===== config.mk =====
export PLATFORM = sky130hd
export DESIGN_NAME = perf_stall_counter_unit_flat
export DESIGN_NICKNAME = d
export VERILOG_FILES = /design/src/rtl/perf_pkg.sv /design/src/rtl/perf_stall_counter_unit_if.sv /design/src/rtl/perf_stall_ctr.sv /design/src/rtl/perf_stall_counter_unit.sv /design/src/flat_wrapper.sv
export SDC_FILE = /design/constraint.sdc
export NUM_CORES = 1
export LEC_CHECK = 0
export BUFFER_PORTS_ARGS = -buffer_cell sky130_fd_sc_hd__buf_4
export CORE_MARGIN = 10
export CORE_UTILIZATION = 30
export CTS_CLUSTER_SIZE = 14
export DETAILED_ROUTE_END_ITERATION = 8
export GPL_ROUTABILITY_DRIVEN = 0
export SYNTH_ARGS = -nofsm -noshare
export SYNTH_HDL_FRONTEND = slang
export SYNTH_HIERARCHICAL = 1
export SYNTH_SLANG_ARGS = --single-unit
export TNS_END_PERCENT = 5

===== constraint.sdc =====
create_clock -name clk -period 2.3 [get_ports clk]
set_input_delay 0.115 -clock clk [delete_from_list [all_inputs] [get_ports clk]]
set_output_delay 0.115 -clock clk [all_outputs]
set_load 0.02 [all_outputs]

===== src/rtl/perf_pkg.sv =====
// Shared perf-counter definitions: counter width and the fixed source index order.
package perf_pkg;
    localparam int PERF_CTR_BITS = 44;

    typedef enum logic [2:0] {
        PERF_SRC_TEX,
        PERF_SRC_RASTER,
        PERF_SRC_ROP,
        PERF_SRC_IMADD,
        PERF_SRC_WCTL,
        PERF_SRC_COUNT
    } perf_src_e;

    typedef logic [PERF_CTR_BITS-1:0] perf_ctr_t;
endpackage


===== src/rtl/perf_stall_counter_unit_if.sv =====
// Request-side sample bus and counter outputs of the stall counter unit.
interface perf_stall_counter_unit_if
    import perf_pkg::*;
#(
    parameter int NUM_SRCS  = int'(PERF_SRC_COUNT),
    parameter int NUM_LANES = 4,
    parameter int CTR_BITS  = PERF_CTR_BITS
);
    logic [NUM_SRCS*NUM_LANES-1:0] req_valid;
    logic [NUM_SRCS*NUM_LANES-1:0] req_ready;
    logic                          perf_en;
    logic                          clear;
    logic                          freeze;
    logic [NUM_SRCS*CTR_BITS-1:0]  stall_ctr;
    logic [NUM_SRCS-1:0]           ctr_ovf;

    modport master (
        output req_valid, req_ready, perf_en, clear, freeze,
        input  stall_ctr, ctr_ovf
    );

    modport slave (
        input  req_valid, req_ready, perf_en, clear, freeze,
        output stall_ctr, ctr_ovf
    );
endinterface


===== src/rtl/perf_stall_ctr.sv =====
// One source's stall counter: registered lane mask, reduction to an increment,
// wrapping accumulator with a sticky overflow flag.
module perf_stall_ctr #(
    parameter int NUM_LANES   = 4,
    parameter int CTR_BITS    = 44,
    parameter int COUNT_LANES = 0
) (
    input  logic                 clk,
    input  logic                 reset,
    input  logic                 clear,
    input  logic                 freeze,
    input  logic [NUM_LANES-1:0] stall_in,
    output logic [CTR_BITS-1:0]  ctr,
    output logic                 ovf
);
    localparam int IW = $clog2(NUM_LANES + 1);

    logic [NUM_LANES-1:0] r_mask;
    logic [CTR_BITS-1:0]  r_ctr;
    logic                 r_ovf;
    logic [IW-1:0]        w_inc;
    logic [CTR_BITS:0]    w_sum;

    always_comb begin
        w_inc = (COUNT_LANES != 0) ? IW'($countones(r_mask)) : IW'(|r_mask);
        w_sum = {1'b0, r_ctr} + (CTR_BITS+1)'(w_inc);
    end

    // clear also flushes the mask so the sample already in flight is discarded
    always_ff @(posedge clk) begin
        if (reset || clear) r_mask <= '0;
        else                r_mask <= stall_in;
    end

    always_ff @(posedge clk) begin
        if (reset || clear) begin
            r_ctr <= '0;
            r_ovf <= 1'b0;
        end else if (!freeze) begin
            r_ctr <= w_sum[CTR_BITS-1:0];
            r_ovf <= r_ovf | w_sum[CTR_BITS];
        end
    end

    assign ctr = r_ctr;
    assign ovf = r_ovf;
endmodule


===== src/rtl/perf_stall_counter_unit.sv =====
// Per-cluster stall counters for tex/raster/rop/imadd/wctl: slices lanes per
// source, applies perf_en, and packs the per-source counters onto the bus.
module perf_stall_counter_unit
    import perf_pkg::*;
#(
    parameter int NUM_SRCS    = int'(PERF_SRC_COUNT),
    parameter int NUM_LANES   = 4,
    parameter int CTR_BITS    = PERF_CTR_BITS,
    parameter int COUNT_LANES = 0
) (
    input  logic                     clk,
    input  logic                     reset,
    perf_stall_counter_unit_if.slave bus
);
    logic [NUM_SRCS-1:0][NUM_LANES-1:0] w_stall;
    logic [NUM_SRCS-1:0][CTR_BITS-1:0]  w_ctr;
    logic [NUM_SRCS-1:0]                w_ovf;

    for (genvar s = 0; s < NUM_SRCS; s++) begin : g_src
        assign w_stall[s] = bus.req_valid[s*NUM_LANES +: NUM_LANES]
                          & ~bus.req_ready[s*NUM_LANES +: NUM_LANES]
                          & {NUM_LANES{bus.perf_en}};

        perf_stall_ctr #(
            .NUM_LANES   (NUM_LANES),
            .CTR_BITS    (CTR_BITS),
            .COUNT_LANES (COUNT_LANES)
        ) u_ctr (
            .clk      (clk),
            .reset    (reset),
            .clear    (bus.clear),
            .freeze   (bus.freeze),
            .stall_in (w_stall[s]),
            .ctr      (w_ctr[s]),
            .ovf      (w_ovf[s])
        );
    end

    assign bus.stall_ctr = w_ctr;
    assign bus.ctr_ovf   = w_ovf;
endmodule


===== src/flat_wrapper.sv =====
// flat-port wrapper written by rule: the top's interface ports become plain ports
module perf_stall_counter_unit_flat import perf_pkg::*;
#(
    parameter int NUM_SRCS    = int'(PERF_SRC_COUNT),
    parameter int NUM_LANES   = 4,
    parameter int CTR_BITS    = PERF_CTR_BITS,
    parameter int COUNT_LANES = 0
)
  (clk, reset, bus_req_valid, bus_req_ready, bus_perf_en, bus_clear, bus_freeze, bus_stall_ctr, bus_ctr_ovf);
  perf_stall_counter_unit_if #(.NUM_SRCS(NUM_SRCS), .NUM_LANES(NUM_LANES), .CTR_BITS(CTR_BITS)) bus_i ();
  input  logic clk;
  input  logic reset;
  input wire logic [$bits(bus_i.req_valid)-1:0] bus_req_valid;
  input wire logic [$bits(bus_i.req_ready)-1:0] bus_req_ready;
  input wire logic [$bits(bus_i.perf_en)-1:0] bus_perf_en;
  input wire logic [$bits(bus_i.clear)-1:0] bus_clear;
  input wire logic [$bits(bus_i.freeze)-1:0] bus_freeze;
  output wire logic [$bits(bus_i.stall_ctr)-1:0] bus_stall_ctr;
  output wire logic [$bits(bus_i.ctr_ovf)-1:0] bus_ctr_ovf;
  assign bus_i.req_valid = bus_req_valid;
  assign bus_i.req_ready = bus_req_ready;
  assign bus_i.perf_en = bus_perf_en;
  assign bus_i.clear = bus_clear;
  assign bus_i.freeze = bus_freeze;
  assign bus_stall_ctr = bus_i.stall_ctr;
  assign bus_ctr_ovf = bus_i.ctr_ovf;
  perf_stall_counter_unit #(.NUM_SRCS(NUM_SRCS), .NUM_LANES(NUM_LANES), .CTR_BITS(CTR_BITS), .COUNT_LANES(COUNT_LANES)) u_core (.clk(clk), .reset(reset), .bus(bus_i));
endmodule

==> metrics <==
Top FF cell, synth=dfxtp_1; Fmax=approximately 440 MHz; synth warn=6; Setup crit end kind=flop; routed vias=roughly 11000; RR Startpoint=u_core/g_src[4].u_ctr/r_mask[1]$_SDFF_PP0_; setup violators final=0; initial antenna violation count=1; CTS root buf=clkbuf_16; WHS=about 0.021 ns; crit path launch=u_core/g_src[4].u_ctr/r_mask[1]$_SDFF_PP0_; Rel. slew slack=about 44%; maximum vdd drop=563 µV; Core Area=0.0385 mm²; maximum buffer depth of the clock tree=3; total grt overflow=0; Final Max Tran Viols=0; drt wl/cell=between 15 and 20 µm; RSZ-0062 raised after global routing=yes; DRT iter0 DRCs=624; fin nets=1691; final wirelength=36200 µm; via density per instance=~4.9; Req. time, crit path=between 2 and 3 ns; min Tclk post-route=around 2.3 ns; leakage=0.00661 µW; EDFF count, synth=0; CTS H-Tree Depth=1; layout cells sized above 1=28.3%; number of iterations in the first detailed-routing pass=5; outcome=finished clean; cell area after synthesis=0.0116 mm²; clk_lat worst skew=between 0.5 and 0.6 ns; CP max stage cell=or4_1; CP Class=reg -> reg; CTS sink cnt=245; post-route ant nets=0; first-pass GRT wire length=approximately 58000 µm; fillcell total=3833; ys async rst share=0%; Synth Area per Inst=slightly above 9 µm²; fin cells=2175; die width=around 220 µm; vias in the first global route=10600; Seq cells post-synth=around 250; synth unique cells=44; CP max FO=8; Mapped Nets=approximately 1300; Setup crit start kind=flop; DIE HEIGHT=between 200 and 250 µm; dpl cells=2088; Starting Density=approximately 30%; number of cell rows=72; Clock transition at path regs=approximately 0.060 ns; maxcap violations=0; clk_skew=~0.011 ns; critical-path cell list=or4_1, ha_1, buf_4, ha_1, inv_2, nor3_4, nand4_4, or4_1, a21oi_1; GRT Overall Usage=between 10% and 20%; HP Start=bus_req_valid[18]; die area=about 0.047 mm²; design area=around 0.016 mm²; CTS tree=built; utilization after layout=around two fifths; Power per Cell Area=approximately 580 mW/mm²; CTS buffer count=29; # IOs=270; DRC=0; Fin. Hold Viols=0; post-synthesis cell count=around 1300; largest net degree at the start of global routing=44; port bufs=269; Critical Path AT=about 2.8 ns; sequential element share of the synthesized area=between 40% and 50%; worst-margin pin slew=~0.84 ns; Largest stage delay, worst path=about 0.54 ns; Setup TNS=0 ns; Worst Hold Class=in -> reg; Post-DP HPWL=~27000 µm; P&R area growth vs syn=36.8%; Placement Cell Area=0.0145 mm²; fin crit share=a little under 100%
## area by class of cell
| class | instances | area, µm² | area share (%) |
|---|---|---|---|
| Antenna cell | 1 | 2.50 | 0.0157 |
| Tap cell | 518 | 648 | 4.08 |
| Sequential cell | 245 | 4900 | 30.8 |
| Multi-Input combinational cell | 971 | 6440 | 40.5 |
| Timing Repair Buffer | 368 | 2850 | 17.9 |
| Inverter | 21 | 78.8 | 0.496 |
| Clock buffer | 37 | 826 | 5.19 |
| Clock inverter | 14 | 151 | 0.952 |
## cells in the mapped netlist (all sizes together) (5+ instances only)
cell      n  area share (%)
o211ai   12            0.78
and2     35             1.9
nor2b     5            0.27
clkbuf   30             1.7
nand4   101             7.3
nand4b    5             1.0
inv      21            0.68
nand2    72             2.3
or2      10            0.54
xor2    133              10
nor3     27             1.7
nor4     21             2.6
dfxtp   245              42
xnor2    22             1.7
ha       10             1.1
and3     15            0.90
and3b    20             1.5
o21ai    27             1.2
mux2i    15             1.3
o31ai    11            0.71
or3      32             1.7
nand3   105             5.2
nor2    216             7.2
a21oi    38             1.6
and4      6            0.45
or4      28             1.8
## metrics by stage
| stage | total power (µW) | worst slack, ns |
|---|---|---|
| after floorplan | 4470 | 0.163 |
| after global placement | 4580 | -0.291 |
| after detailed placement | 4580 | -0.289 |
| after CTS | 9390 | -0.00238 |
| after global routing | 9560 | -0.144 |
| final | 9230 | 0.0281 |
## sequential cells by signal, indices dropped and copies added, names as in the netlist
| name | count |
|---|---|
| u_core/g_src.u_ctr/ctr | 220 |
| u_core/g_src.u_ctr/ovf | 5 |
| u_core/g_src.u_ctr/r_mask | 20 |
## layout by cell type, fill, tap and decap left out, types with 10 or more instances in the layout
cell | netlist | final
dfxtp_1 | 245 | 245
nand2_1 | 72 | 72
o21ai_1 | 12 | 12
clkbuf_16 | 0 | 29
dlygate4sd3_1 | 0 | 34
o21ai_0 | 15 | 15
xnor2_1 | 22 | 22
o211ai_1 | 12 | 12
nand4_1 | 86 | 86
and2_1 | 34 | 34
nand4_4 | 14 | 14
nand3_1 | 96 | 96
inv_1 | 16 | 16
buf_4 | 1 | 334
xor2_1 | 133 | 133
or4_1 | 28 | 28
nor2_1 | 212 | 212
mux2i_1 | 15 | 15
or3_1 | 32 | 32
nor3_1 | 21 | 16
or2_2 | 10 | 10
o31ai_1 | 11 | 11
a21oi_1 | 38 | 38
and3b_1 | 20 | 20
## worst max-delay path: cells and delay by family (launching register included)
kind / cells / cell delay (ns)
compound gates: 1 / 0.15
fa+ha+maj: 2 / 0.32
buf+inv: 2 / 0.20
flops: 1 / 0.31
simple gates: 4 / 1.24
## path summary, 6_finish.rpt
check | endpoint | slack, ns | cells after the start
worst min-delay path | u_core/g_src[4].u_ctr/r_mask[2]$_SDFF_PP0_ | 0.02 | 3
worst max-delay path | u_core/g_src[4].u_ctr/ctr[40]$_SDFFE_PP0N_ | 0.03 | 9
worst max register to register | u_core/g_src[4].u_ctr/ctr[40]$_SDFFE_PP0N_ | 0.03 | 9
worst min register to register | u_core/g_src[0].u_ctr/ovf$_SDFFE_PP0N_ | 0.49 | 2
## cell families after synthesis
kind of cell,synth area share [%]
AND/OR/NAND/NOR,36.4
flip-flops,42.2
XOR/XNOR,11.7
AO/OA/AOI/OAI,4.66
buffers and inverters,2.69
multiplexers,1.29
adder cells (fa/ha/maj),1.08
## layer usage
layer	vias up	global-route usage (%)	share of wire (%)
li1	5241	-	-
met1	5026	18.2	44
met2	276	24.7	47
met3	48	4.02	7.2
met4	2	4.22	2.0
met5	-	0	0.047
## power breakdown
part	total (µW)	switching, µW	internal, µW
combinational	266	139	127
clock	4710	1860	2850
sequential	4250	2.38	4250
total	9230	2010	7230
## timing repair
action                                 CTS  global route
resized for setup                        2             6
pin swaps                                1             3
hold buffers                            34             0
setup buffers                            0             1
setup endpoints to repair               10            19
endpoints found under the hold margin   17             0
(Power assumes the default switching activity.)
